[config.mk]
export PLATFORM = sky130hd
export DESIGN_NAME = multicycle_ctrl
export DESIGN_NICKNAME = d
export VERILOG_FILES = /design/src/rtl/multicycle_ctrl.sv
export SDC_FILE = /design/constraint.sdc
export NUM_CORES = 1
export LEC_CHECK = 0
export CORE_MARGIN = 2
export CORE_UTILIZATION = 38
export DETAILED_ROUTE_END_ITERATION = 10
export MAX_ROUTING_LAYER = met4
export PLACE_DENSITY_LB_ADDON = 0.08
export SYNTH_ARGS = -nofsm -noshare
export SYNTH_HDL_FRONTEND = slang
export SYNTH_SLANG_ARGS = --single-unit
[constraint.sdc]
create_clock -name clk -period 1.7 [get_ports clk]
set_input_delay 0.34 -clock clk [delete_from_list [all_inputs] [get_ports clk]]
set_output_delay 0.34 -clock clk [all_outputs]
set_load 0.05 [all_outputs]
[src/rtl/multicycle_ctrl.sv]
// multicycle_ctrl: multicycle MIPS main controller (Moore FSM) with a
// memory-ready handshake, a per-access wait timeout and an optional illegal-
// opcode trap. Defining MCTRL_ILLEGAL_TRAP_EN sends illegal opcodes to a
// sticky TRAP state; otherwise they retire as a NOP through FETCH.
module multicycle_ctrl #(
    parameter int unsigned ALUOP_W        = 3,
    parameter int unsigned TIMEOUT_CYCLES = 16
) (
    input  logic               clk,
    input  logic               rst,
    input  logic [5:0]         Opcode,
    input  logic [5:0]         funct,
    input  logic               mem_ready,
    output logic               mem_req,
    output logic               IorD,
    output logic               ALUSrcA,
    output logic               IRWrite,
    output logic               MemWrite,
    output logic               PCWrite,
    output logic               RegWrite,
    output logic               Ori,
    output logic               Branch,
    output logic               BranchNe,
    output logic [1:0]         ALUSrcB,
    output logic [1:0]         PCSrc,
    output logic [1:0]         MemtoReg,
    output logic [1:0]         RegDst,
    output logic [ALUOP_W-1:0] ALUOp,
    output logic               mem_timeout,
    output logic               illegal,
    output logic [4:0]         state
);

    localparam int unsigned CNT_W = $clog2(TIMEOUT_CYCLES) + 1;

    localparam logic [4:0] S_FETCH    = 5'd0;
    localparam logic [4:0] S_DECODE   = 5'd1;
    localparam logic [4:0] S_MEMADR   = 5'd2;
    localparam logic [4:0] S_MEMREAD  = 5'd3;
    localparam logic [4:0] S_MEMWB    = 5'd4;
    localparam logic [4:0] S_MEMWRITE = 5'd5;
    localparam logic [4:0] S_EXEC     = 5'd6;
    localparam logic [4:0] S_ALUWB    = 5'd7;
    localparam logic [4:0] S_IMMEX    = 5'd8;
    localparam logic [4:0] S_IMMWB    = 5'd9;
    localparam logic [4:0] S_BRANCH   = 5'd10;
    localparam logic [4:0] S_JUMP     = 5'd11;
    localparam logic [4:0] S_JAL      = 5'd12;
    localparam logic [4:0] S_JR       = 5'd13;
    localparam logic [4:0] S_TRAP     = 5'd14;

    localparam logic [5:0] OP_RTYPE = 6'h00;
    localparam logic [5:0] OP_J     = 6'h02;
    localparam logic [5:0] OP_JAL   = 6'h03;
    localparam logic [5:0] OP_BEQ   = 6'h04;
    localparam logic [5:0] OP_BNE   = 6'h05;
    localparam logic [5:0] OP_ADDI  = 6'h08;
    localparam logic [5:0] OP_ADDIU = 6'h09;
    localparam logic [5:0] OP_SLTI  = 6'h0a;
    localparam logic [5:0] OP_ANDI  = 6'h0c;
    localparam logic [5:0] OP_ORI   = 6'h0d;
    localparam logic [5:0] OP_LUI   = 6'h0f;
    localparam logic [5:0] OP_LW    = 6'h23;
    localparam logic [5:0] OP_SW    = 6'h2b;
    localparam logic [5:0] FN_JR    = 6'h08;

    localparam logic [ALUOP_W-1:0] ALU_ADD = ALUOP_W'(0);
    localparam logic [ALUOP_W-1:0] ALU_SUB = ALUOP_W'(1);
    localparam logic [ALUOP_W-1:0] ALU_FN  = ALUOP_W'(2);
    localparam logic [ALUOP_W-1:0] ALU_OR  = ALUOP_W'(3);
    localparam logic [ALUOP_W-1:0] ALU_SLT = ALUOP_W'(4);
    localparam logic [ALUOP_W-1:0] ALU_AND = ALUOP_W'(5);
    localparam logic [ALUOP_W-1:0] ALU_LUI = ALUOP_W'(6);

    logic [4:0]         r_state;
    logic [4:0]         w_next;
    logic [CNT_W-1:0]   r_cnt;
    logic [CNT_W-1:0]   w_cnt_next;
    logic               w_wait;
    logic               w_tmo;
    logic [ALUOP_W-1:0] w_imm_aluop;
    logic               w_imm_ori;

    assign state  = r_state;
    assign w_wait = (r_state == S_FETCH) || (r_state == S_MEMREAD) ||
                    (r_state == S_MEMWRITE);

    // Timeout fires on the last allowed wait cycle unless memory answers then
    generate
        if (TIMEOUT_CYCLES == 0) begin : g_no_tmo
            assign w_tmo = 1'b0;
        end else begin : g_tmo
            assign w_tmo = w_wait && !mem_ready &&
                           (r_cnt == CNT_W'(TIMEOUT_CYCLES - 1));
        end
    endgenerate

    // Counter runs only while stalled in a wait state; zero everywhere else
    assign w_cnt_next = (w_wait && !mem_ready && !w_tmo) ? r_cnt + CNT_W'(1)
                                                         : '0;

    // State and wait-counter registers
    always_ff @(posedge clk or posedge rst) begin
        if (rst) begin
            r_state <= S_FETCH;
            r_cnt   <= '0;
        end else begin
            r_state <= w_next;
            r_cnt   <= w_cnt_next;
        end
    end

    // Sticky trap flag, raised on entry to TRAP
`ifdef MCTRL_ILLEGAL_TRAP_EN
    logic r_illegal;
    always_ff @(posedge clk or posedge rst) begin
        if (rst) begin
            r_illegal <= 1'b0;
        end else if (w_next == S_TRAP) begin
            r_illegal <= 1'b1;
        end
    end
    assign illegal = r_illegal;
`else
    assign illegal = 1'b0;
`endif

    // Immediate-class ALU operation and zero-extend select
    always_comb begin
        w_imm_aluop = ALU_ADD;
        w_imm_ori   = 1'b0;
        case (Opcode)
            OP_SLTI: w_imm_aluop = ALU_SLT;
            OP_ANDI: begin w_imm_aluop = ALU_AND; w_imm_ori = 1'b1; end
            OP_ORI:  begin w_imm_aluop = ALU_OR;  w_imm_ori = 1'b1; end
            OP_LUI:  begin w_imm_aluop = ALU_LUI; w_imm_ori = 1'b1; end
            default: ;
        endcase
    end

    // Next-state logic
    always_comb begin
        w_next = S_FETCH;
        case (r_state)
            S_FETCH: begin
                if (w_tmo)          w_next = S_FETCH;
                else if (mem_ready) w_next = S_DECODE;
                else                w_next = S_FETCH;
            end
            S_DECODE: begin
                case (Opcode)
                    OP_RTYPE: w_next = (funct == FN_JR) ? S_JR : S_EXEC;
                    OP_LW, OP_SW: w_next = S_MEMADR;
                    OP_ADDI, OP_ADDIU, OP_SLTI, OP_ANDI, OP_ORI, OP_LUI:
                        w_next = S_IMMEX;
                    OP_BEQ, OP_BNE: w_next = S_BRANCH;
                    OP_J:     w_next = S_JUMP;
                    OP_JAL:   w_next = S_JAL;
`ifdef MCTRL_ILLEGAL_TRAP_EN
                    default:  w_next = S_TRAP;
`else
                    default:  w_next = S_FETCH;
`endif
                endcase
            end
            S_MEMADR:   w_next = (Opcode == OP_LW) ? S_MEMREAD : S_MEMWRITE;
            S_MEMREAD: begin
                if (w_tmo)          w_next = S_FETCH;
                else if (mem_ready) w_next = S_MEMWB;
                else                w_next = S_MEMREAD;
            end
            S_MEMWRITE: w_next = (w_tmo || mem_ready) ? S_FETCH : S_MEMWRITE;
            S_EXEC:     w_next = S_ALUWB;
            S_IMMEX:    w_next = S_IMMWB;
            S_TRAP:     w_next = S_TRAP;
            default:    w_next = S_FETCH;
        endcase
    end

    // Moore output decode; strobes additionally gated by handshake/timeout
    always_comb begin
        mem_req     = 1'b0;
        IorD        = 1'b0;
        ALUSrcA     = 1'b0;
        IRWrite     = 1'b0;
        MemWrite    = 1'b0;
        PCWrite     = 1'b0;
        RegWrite    = 1'b0;
        Ori         = 1'b0;
        Branch      = 1'b0;
        BranchNe    = 1'b0;
        ALUSrcB     = 2'b00;
        PCSrc       = 2'b00;
        MemtoReg    = 2'b00;
        RegDst      = 2'b00;
        ALUOp       = ALU_ADD;
        mem_timeout = w_tmo;
        case (r_state)
            S_FETCH: begin
                mem_req = 1'b1;
                ALUSrcB = 2'b01;
                IRWrite = mem_ready && !w_tmo;
                PCWrite = mem_ready && !w_tmo;
            end
            S_DECODE:  ALUSrcB = 2'b11;
            S_MEMADR: begin
                ALUSrcA = 1'b1;
                ALUSrcB = 2'b10;
            end
            S_MEMREAD: begin
                mem_req = 1'b1;
                IorD    = 1'b1;
            end
            S_MEMWB: begin
                RegWrite = 1'b1;
                MemtoReg = 2'b01;
            end
            S_MEMWRITE: begin
                mem_req  = 1'b1;
                IorD     = 1'b1;
                MemWrite = !w_tmo;
            end
            S_EXEC: begin
                ALUSrcA = 1'b1;
                ALUOp   = ALU_FN;
            end
            S_ALUWB: begin
                RegWrite = 1'b1;
                RegDst   = 2'b01;
            end
            S_IMMEX: begin
                ALUSrcA = 1'b1;
                ALUSrcB = 2'b10;
                ALUOp   = w_imm_aluop;
                Ori     = w_imm_ori;
            end
            S_IMMWB: begin
                RegWrite = 1'b1;
                ALUOp    = w_imm_aluop;
                Ori      = w_imm_ori;
            end
            S_BRANCH: begin
                ALUSrcA  = 1'b1;
                ALUOp    = ALU_SUB;
                PCSrc    = 2'b01;
                Branch   = (Opcode == OP_BEQ);
                BranchNe = (Opcode == OP_BNE);
            end
            S_JUMP: begin
                PCWrite = 1'b1;
                PCSrc   = 2'b10;
            end
            S_JAL: begin
                PCWrite  = 1'b1;
                PCSrc    = 2'b10;
                RegWrite = 1'b1;
                RegDst   = 2'b10;
                MemtoReg = 2'b10;
            end
            S_JR: begin
                PCWrite = 1'b1;
                PCSrc   = 2'b11;
            end
            S_TRAP:  ;
            default: ;
        endcase
    end

endmodule
==> results by group, run 1 <==
Status
  – Status: did not finish
  – Failing step: clock tree synthesis
  – Tool error: [ERROR DPL-0033] detailed placement checks failed during check placement.

Logic synthesis
  – Ys async rst share: 1.000
  – Main flop type after synthesis: dfrtp_1
  – Syn Inst Count: ~130
  – Yosys top cell by area: dfrtp_1
  – Seq cells post-synth: 9
  – EDFF count, synth: 0
  – Register area share after synthesis: 0.2296
  – Synth unique cells: 41
  – YS warnings: 0
  – Post-synth top area share: 0.2296
  – Post-synthesis cell area: 980.9 sq um
  – Synth area leaders: dfrtp_1 23%, nor2_1 5.7%, nor3_1 5.6%
  – Mean area per synthesized cell: 7.320 sq um

Clocking
  – Post-CTS Resized: 76
  – Hold-fix buffers, CTS: 0
  – Post-CTS Setup Inserts: 12
  – Total CTS buffers: 3
  – CTS root buffer: clkbuf_4
  – Num Clock Sinks: 9
  – CTS Buffer Depth: 2
  – H-tree depth: 1

Placement
  – Dpl hpwl: 3.009 mm
  – IO buf count: 40
  – Placed cell count: 233
  – RePlAce Congestion: 0.9233

Floorplan
  – Die height: 54.81 um
  – I/O Pins: 43
  – DIE WIDTH: 54.81 um
  – Starting Density: 0.3996
  – Cell row count: 18
[synth_stat cells, types with 2 or more instances]
| library cell | number |
|---|---|
| and2_1 | 2 |
| o31ai_1 | 2 |
| o41ai_2 | 2 |
| nand3_1 | 3 |
| clkbuf_1 | 6 |
| nand2b_1 | 2 |
| nand4b_1 | 2 |
| xor2_1 | 3 |
| inv_1 | 5 |
| nor3b_1 | 3 |
| or2_2 | 2 |
| nand3b_1 | 2 |
| xnor2_1 | 3 |
| a211oi_1 | 2 |
| nor3_1 | 11 |
| nor2b_1 | 7 |
| nor4_1 | 2 |
| nand4_1 | 2 |
| buf_4 | 3 |
| and3_1 | 6 |
| buf_2 | 3 |
| a21oi_1 | 7 |
| dfrtp_1 | 9 |
| nand2_1 | 6 |
| o21ai_0 | 8 |
| nor2_1 | 15 |
| ha_1 | 2 |
[per-stage QoR]
step	worst slack (ns)	hold slack [ns]	area [sq um]
2_1_floorplan	-0.7125	0.1678	1146
3_3_place_gp	-0.3475	0.5131	2059
3_5_place_dp	-0.4808	0.5256	2059
[cell families after synthesis]
kind of cell | Yosys count | share of synthesized area
and+or+nand+nor | 68 | 0.3839
DFF | 9 | 0.2296
adders and majority gates | 2 | 0.02551
xor gates and xnor gates | 6 | 0.05358
other | 1 | 0.003823
buffers and inverters | 18 | 0.08417
AOI/OAI and AO/OA | 30 | 0.2194
==> run 2: changes to the inputs <==
Settings changed: CORE_AREA set to 2 2 63 65, CORE_MARGIN 2 to not set, CORE_UTILIZATION 38 to not set, DIE_AREA set to 0 0 65 67, MAX_ROUTING_LAYER met4 to not set, PLACE_DENSITY_LB_ADDON 0.08 to 0.15.
Clock period 1.7 ns to 2.21 ns, I/O delays scaled along.
==> results by group, run 2 <==
Placement
  – IO buf count: 40
  – Place WS: -0.01580 ns
  – RePlAce Congestion: 0.8341
  – Placed cell count: roughly 230
  – Dpl hpwl: 2.489 mm

Detailed routing
  – DRT Wirelength: around 3.2 mm
  – Drt drc: 0
  – Starting DRT DRC Count: 22
  – Routed wire per std cell: 13.62 um
  – DR pass1 iterations: 4
  – Routed Antenna Nets: 0
  – Vias per std cell: 5.151
  – Via count: ~1200

STA
  – Post-route clock period utilization: 0.9876
  – Number of setup violations in the final report: 0
  – RSZ-0062 raised after global routing: yes
  – Final worst slack: between 0.02 and 0.03 ns
  – Max-slew violation count: 0
  – Final min period: ~2.2 ns
  – Final hold violations: 0
  – Clock Skews: 0.0005761 ns
  – Final hold slack: 0.4709 ns
  – Fmax: roughly 0.46 GHz

GRT
  – Initial antenna violation count: 0
  – Largest net degree at the start of global routing: 17
  – Vias in the first global route: between 1000 and 1500
  – GRT Total Usage: 0.1581
  – GRT overflow: 0
  – First-pass GRT wire length: 5.388 mm

Logic synthesis
  – Main flop type after synthesis: dfrtp_1
  – Yosys top cell by area: dfrtp_1
  – Ys async rst share: 1.000
  – Most frequent cell after synthesis: nor2_1
  – Mean area per synthesized cell: 7.320 sq um
  – Register area share after synthesis: 0.2296
  – Synth area leaders: dfrtp_1 23%, nor2_1 5.7%, nor3_1 5.6%
  – EDFF count, synth: 0
  – Post-synth top area share: 0.2296
  – Synth unique cells: 41
  – Seq cells post-synth: 9
  – Post-synthesis cell area: about 980 sq um
  – YS warnings: 0
  – Syn Inst Count: 134
  – Synth cell count leaders: 15 x nor2_1, 11 x nor3_1, 9 x dfrtp_1

Clocking
  – Num Clock Sinks: 9
  – CTS Buffer Depth: 2
  – CTS root buffer: clkbuf_8
  – H-tree depth: 1
  – Clk_lat worst skew: about 0.23 ns
  – Clk slew on worst S/H paths: roughly 0.040 ns
  – Hold-fix buffers, CTS: 0
  – CTS tree: built
  – Total CTS buffers: 3

Final layout
  – N_diodes: 0
  – Util after Layout: 0.5604
  – Area Growth Syn to Fin: 106.0%
  – Share of cells above drive strength 1: 0.4737
  – Filler cells: 316
  – Non-Filler Instances: ~240
  – Number of flip-flops in the largest register: 5
  – Most frequent cells in the layout: 28 x buf_4, 20 x buf_12, 12 x clkdlybuf4s50_1
  – Register Area: 232.7 sq um
  – Largest Register: r_cnt
  – Commonest non-fill, non-tap cell in the layout: buf_4
  – Final net count: around 210
  – Area of the multi-input gates: 882.1 sq um

Critical path
  – CP Launch Type: flip-flop
  – CP endpoint kind: output pin
  – Req. time, crit path: 1.77 ns
  – Critical path arrival: 1.74 ns
  – CP Max Fanout: 14
  – Setup CP Type: flip-flop to output pin

Floorplan
  – DIE WIDTH: 65 um
  – I/O Pins: 43
  – Cell row count: 22
  – Die area: 0.004355 sq mm
  – Die height: about 67 um
  – Starting Density: 0.2720
  – Area of the core: 0.003606 sq mm

Pwr
  – Pwr/cell area: approximately 940 mW/mm^2
  – Max VDD drop: 0.0002958 V
  – Static Leak: 0.0008167 uW

Min path
  – Hold crit path type: flip-flop to flip-flop

Run
  – # Max-Cap Violations: 0

Status
  – Status: complete, no violations
==> run 2: cell counts after synthesis <==
Identical to the previous run, type by type.
==> run 2: cell families (layout without fill, tap and decap cells) <==
group	count (synthesis)	in the layout	synth area share
compound gates	30	30	0.2194
buf+inv	18	73	0.08417
fa+ha+maj	2	2	0.02551
flops	9	9	0.2296
other cells	1	2	0.003823
xor+xnor	6	6	0.05358
simple gates	68	68	0.3839
==> run 2: worst paths after layout <==
path	startpoint	end	slack, ns	cells after the start
setup / recovery	state[2]$_DFF_PP0_	MemWrite	0.03	5
hold / removal	r_cnt[0]$_DFF_PP0_	r_cnt[0]$_DFF_PP0_	0.47	1
setup reg to reg	r_cnt[0]$_DFF_PP0_	state[0]$_DFF_PP0_	0.30	7
hold reg to reg	r_cnt[0]$_DFF_PP0_	r_cnt[0]$_DFF_PP0_	0.47	1
max in group asynchronous	rst	state[2]$_DFF_PP0_	1.46	2
min in group asynchronous	rst	r_cnt[2]$_DFF_PP0_	0.48	2
==> run 2: worst max-delay path: stages, from the launching register on <==
cell	delay [ns]
dfrtp_4	0.57
xnor2_2	0.31
a211oi_4	0.11
and3b_2	0.27
nor2_4	0.10
buf_12	0.14
==> run 2: metrics by stage <==
stage / TNS (ns) / power [uW] / cell area [sq um]
floorplan: -1.366 / 1091 / 1140
global placement: -0.03384 / 1638 / 1859
detailed placement: -0.03746 / 1656 / 1859
CTS: 0 / 1869 / 1932
global route: -0.1140 / 1995 / 2021
finish: 0 / 1897 / 2021
==> run 2: layer usage <==
metal	vias up	routed length, um	global-route usage
met5	-	0	0
met4	0	58	0.06383
met3	7	230	0.02196
met2	62	1626	0.2758
met1	565	1325	0.1949
li1	592	-	-
==> run 2: power by group <==
group	total (uW)	leakage [uW]	switching (uW)	internal (uW)
clock network	191	0.0000228	65.5	126
registers	311	0.000116	106	205
logic	1400	0.000678	768	627
total	1900	0.000817	939	958
==> run 2: cell type report <==
type | instances | share of cell area
Tap cell | 48 | 0.02972
Timing Repair Buffer | 64 | 0.3870
Sequential cell | 9 | 0.1152
Inverter | 5 | 0.009288
Clock buffer | 4 | 0.02229
Multi-Input combinational cell | 108 | 0.4365
==> run 2: timing repair <==
| item | 4_1_cts | 5_1_grt |
|---|---|---|
| endpoints found under the hold margin | 0 | 0 |
| endpoints found under the setup margin | 8 | 8 |
| gates resized for setup | 5 | 15 |
| pin swaps | 0 | 4 |
| buffers inserted | 1 | 4 |
Note: power is estimated with default switching activity, not from simulation.
==> run 3: changes to the inputs <==
Settings changed: GPL_ROUTABILITY_DRIVEN set to 0.
==> results of run 3 <==
The final DEF is identical to that of run 2; final timing and power are the same.
==> run 4: changes to the inputs <==
Settings changed: CTS_CLUSTER_DIAMETER set to 50, REMOVE_ABC_BUFFERS set to 1.
==> results by group, run 4 (synthesized netlist as in run 2, its figures left out) <==
Critical path
  – R2r setup slk: 0.34 ns
  – CP Launch Type: flip-flop
  – R2r worst-path depth: 7
  – R2R Path End: state[0]$_DFF_PP0_
  – CP endpoint kind: output pin
  – CP Max Fanout: 3
  – Req. time, crit path: 1.77 ns
  – RR Startpoint: r_cnt[0]$_DFF_PP0_
  – Setup CP Type: flip-flop to output pin
  – Critical path arrival: 1.70 ns

Final layout
  – Util after Layout: 0.5344
  – Area of the multi-input gates: 730.7 sq um
  – Design area: 0.001927 sq mm
  – Non-Filler Instances: 244
  – Largest Register: r_cnt
  – Final net count: approximately 210
  – Number of flip-flops in the largest register: 5
  – Most frequent cells in the layout: 32 x buf_4, 22 x buf_12, 14 x nor2_1
  – Area Growth Syn to Fin: 96.43%
  – Filler cells: 340
  – Share of cells above drive strength 1: 0.3980
  – N_diodes: 0
  – Commonest non-fill, non-tap cell in the layout: buf_4
  – Register Area: 227.7 sq um

STA
  – Max-slew violation count: 0
  – Number of setup violations in the final report: 0
  – Final hold violations: 0
  – Final hold slack: roughly 0.47 ns
  – Post-route clock period utilization: 0.9709
  – Fmax: 0.4661 GHz
  – Final min period: 2.146 ns
  – Clock Skews: around 0.0028 ns

Clocking
  – CTS root buffer: clkbuf_8
  – CTS tree: built
  – H-tree depth: 1
  – Num Clock Sinks: 9
  – Hold-fix buffers, CTS: 0
  – CTS Buffer Depth: 2
  – Total CTS buffers: 3
  – Clk_lat worst skew: 0.23 ns
  – Clk slew on worst S/H paths: 0.04 ns

Pwr
  – Static Leak: 0.0008261 uW
  – Max VDD drop: 0.0004892 V
  – Pwr/cell area: 957.1 mW/mm^2

Floorplan
  – Starting Density: 0.2720
  – Cell row count: 22
  – Die area: 0.004355 sq mm
  – I/O Pins: 43
  – DIE WIDTH: 65 um
  – Die height: 67 um
  – Area of the core: ~0.0036 sq mm

Placement
  – DP Area: 0.001757 sq mm
  – Placed cell count: 232
  – IO buf count: 40
  – Dpl hpwl: around 2.4 mm

GRT
  – Largest net degree at the start of global routing: 17
  – Initial antenna violation count: 0
  – GRT Total Usage: 0.1497
  – GRT met1 Usage: 0.1811
  – First-pass GRT wire length: approximately 5.2 mm
  – GRT overflow: 0
  – Met3 Use GR: 0.01858
  – Vias in the first global route: 1178
  – Met2 Use GR: 0.2771
  – Global route hottest layer: met2

Detailed routing
  – Drt drc: 0
  – DRT Wirelength: 3.198 mm
  – Via count: 1192
  – Routed Antenna Nets: 0
  – Vias per std cell: 4.885
  – Routed wire per std cell: ~13 um
  – DR pass1 iterations: 4
  – Starting DRT DRC Count: 26

Status
  – Status: complete, no violations

Run
  – # Max-Cap Violations: 0

Min path
  – Hold crit path type: primary input to async pin
## run 4: cell count changes in the layout (fill, tap and decap cells not counted), sizes merged
cell,change
buf,+6
dlygate4sd2,+1
dlymetal6s2s,-1
## run 4: how the worst max path moves through the flow
stage | startpoint | to | slack, ns | cells past startpoint
5_1_grt | state[0]$_DFF_PP0_ | BranchNe | -0.006 | 5
3_5_place_dp | Opcode[5] | ALUOp[1] | -0.09 | 6
4_1_cts | r_cnt[0]$_DFF_PP0_ | MemWrite | -0.02 | 6
3_3_place_gp | Opcode[5] | ALUOp[0] | -0.05 | 6
6_report | r_cnt[0]$_DFF_PP0_ | MemWrite | 0.06 | 6
2_1_floorplan | state[0]$_DFF_PP0_ | MemWrite | -1.75 | 4
## run 4: final cells by class
cell class / count / area share
clock buffer: 4 / 0.02338
inverter: 5 / 0.009740
multi-input combinational: 108 / 0.3792
sequential: 9 / 0.1182
tap: 48 / 0.03117
timing repair buffer: 70 / 0.4383
## run 4: worst max-delay path, cell delays in order, from the launching register on
cell     delay [ns]
dfrtp_1        0.39
ha_2           0.20
and3_1         0.19
ha_2           0.18
and3b_2        0.23
nor2_2         0.10
buf_6          0.16
## run 4: power by group
part / switching, uW / internal (uW) / leakage, uW
Sequential: 78.4 / 201 / 0.000119
Clock: 62.7 / 125 / 0.0000228
Combinational: 728 / 649 / 0.000684
## run 4: metal layers
metal | vias up | share of wire
met5 | - | 0
met4 | 0 | 0.0047
met3 | 2 | 0.029
met2 | 22 | 0.53
met1 | 561 | 0.44
li1 | 607 | -
## run 4: stage by stage
step | worst slack [ns] | total power [uW] | TNS (ns)
6_report | 0.06439 | 1844 | 0
5_1_grt | -0.005548 | 1940 | -0.005548
4_1_cts | -0.02020 | 1814 | -0.02020
3_5_place_dp | -0.09173 | 1609 | -0.2444
3_3_place_gp | -0.05301 | 1595 | -0.1220
2_1_floorplan | -1.749 | 925.7 | -14.07
## run 4: what timing repair did
item | in CTS | in global routing
endpoints found under the setup margin | 11 | 9
buffers inserted | 3 | 5
gates resized for setup | 8 | 12
pin swaps | 5 | 3
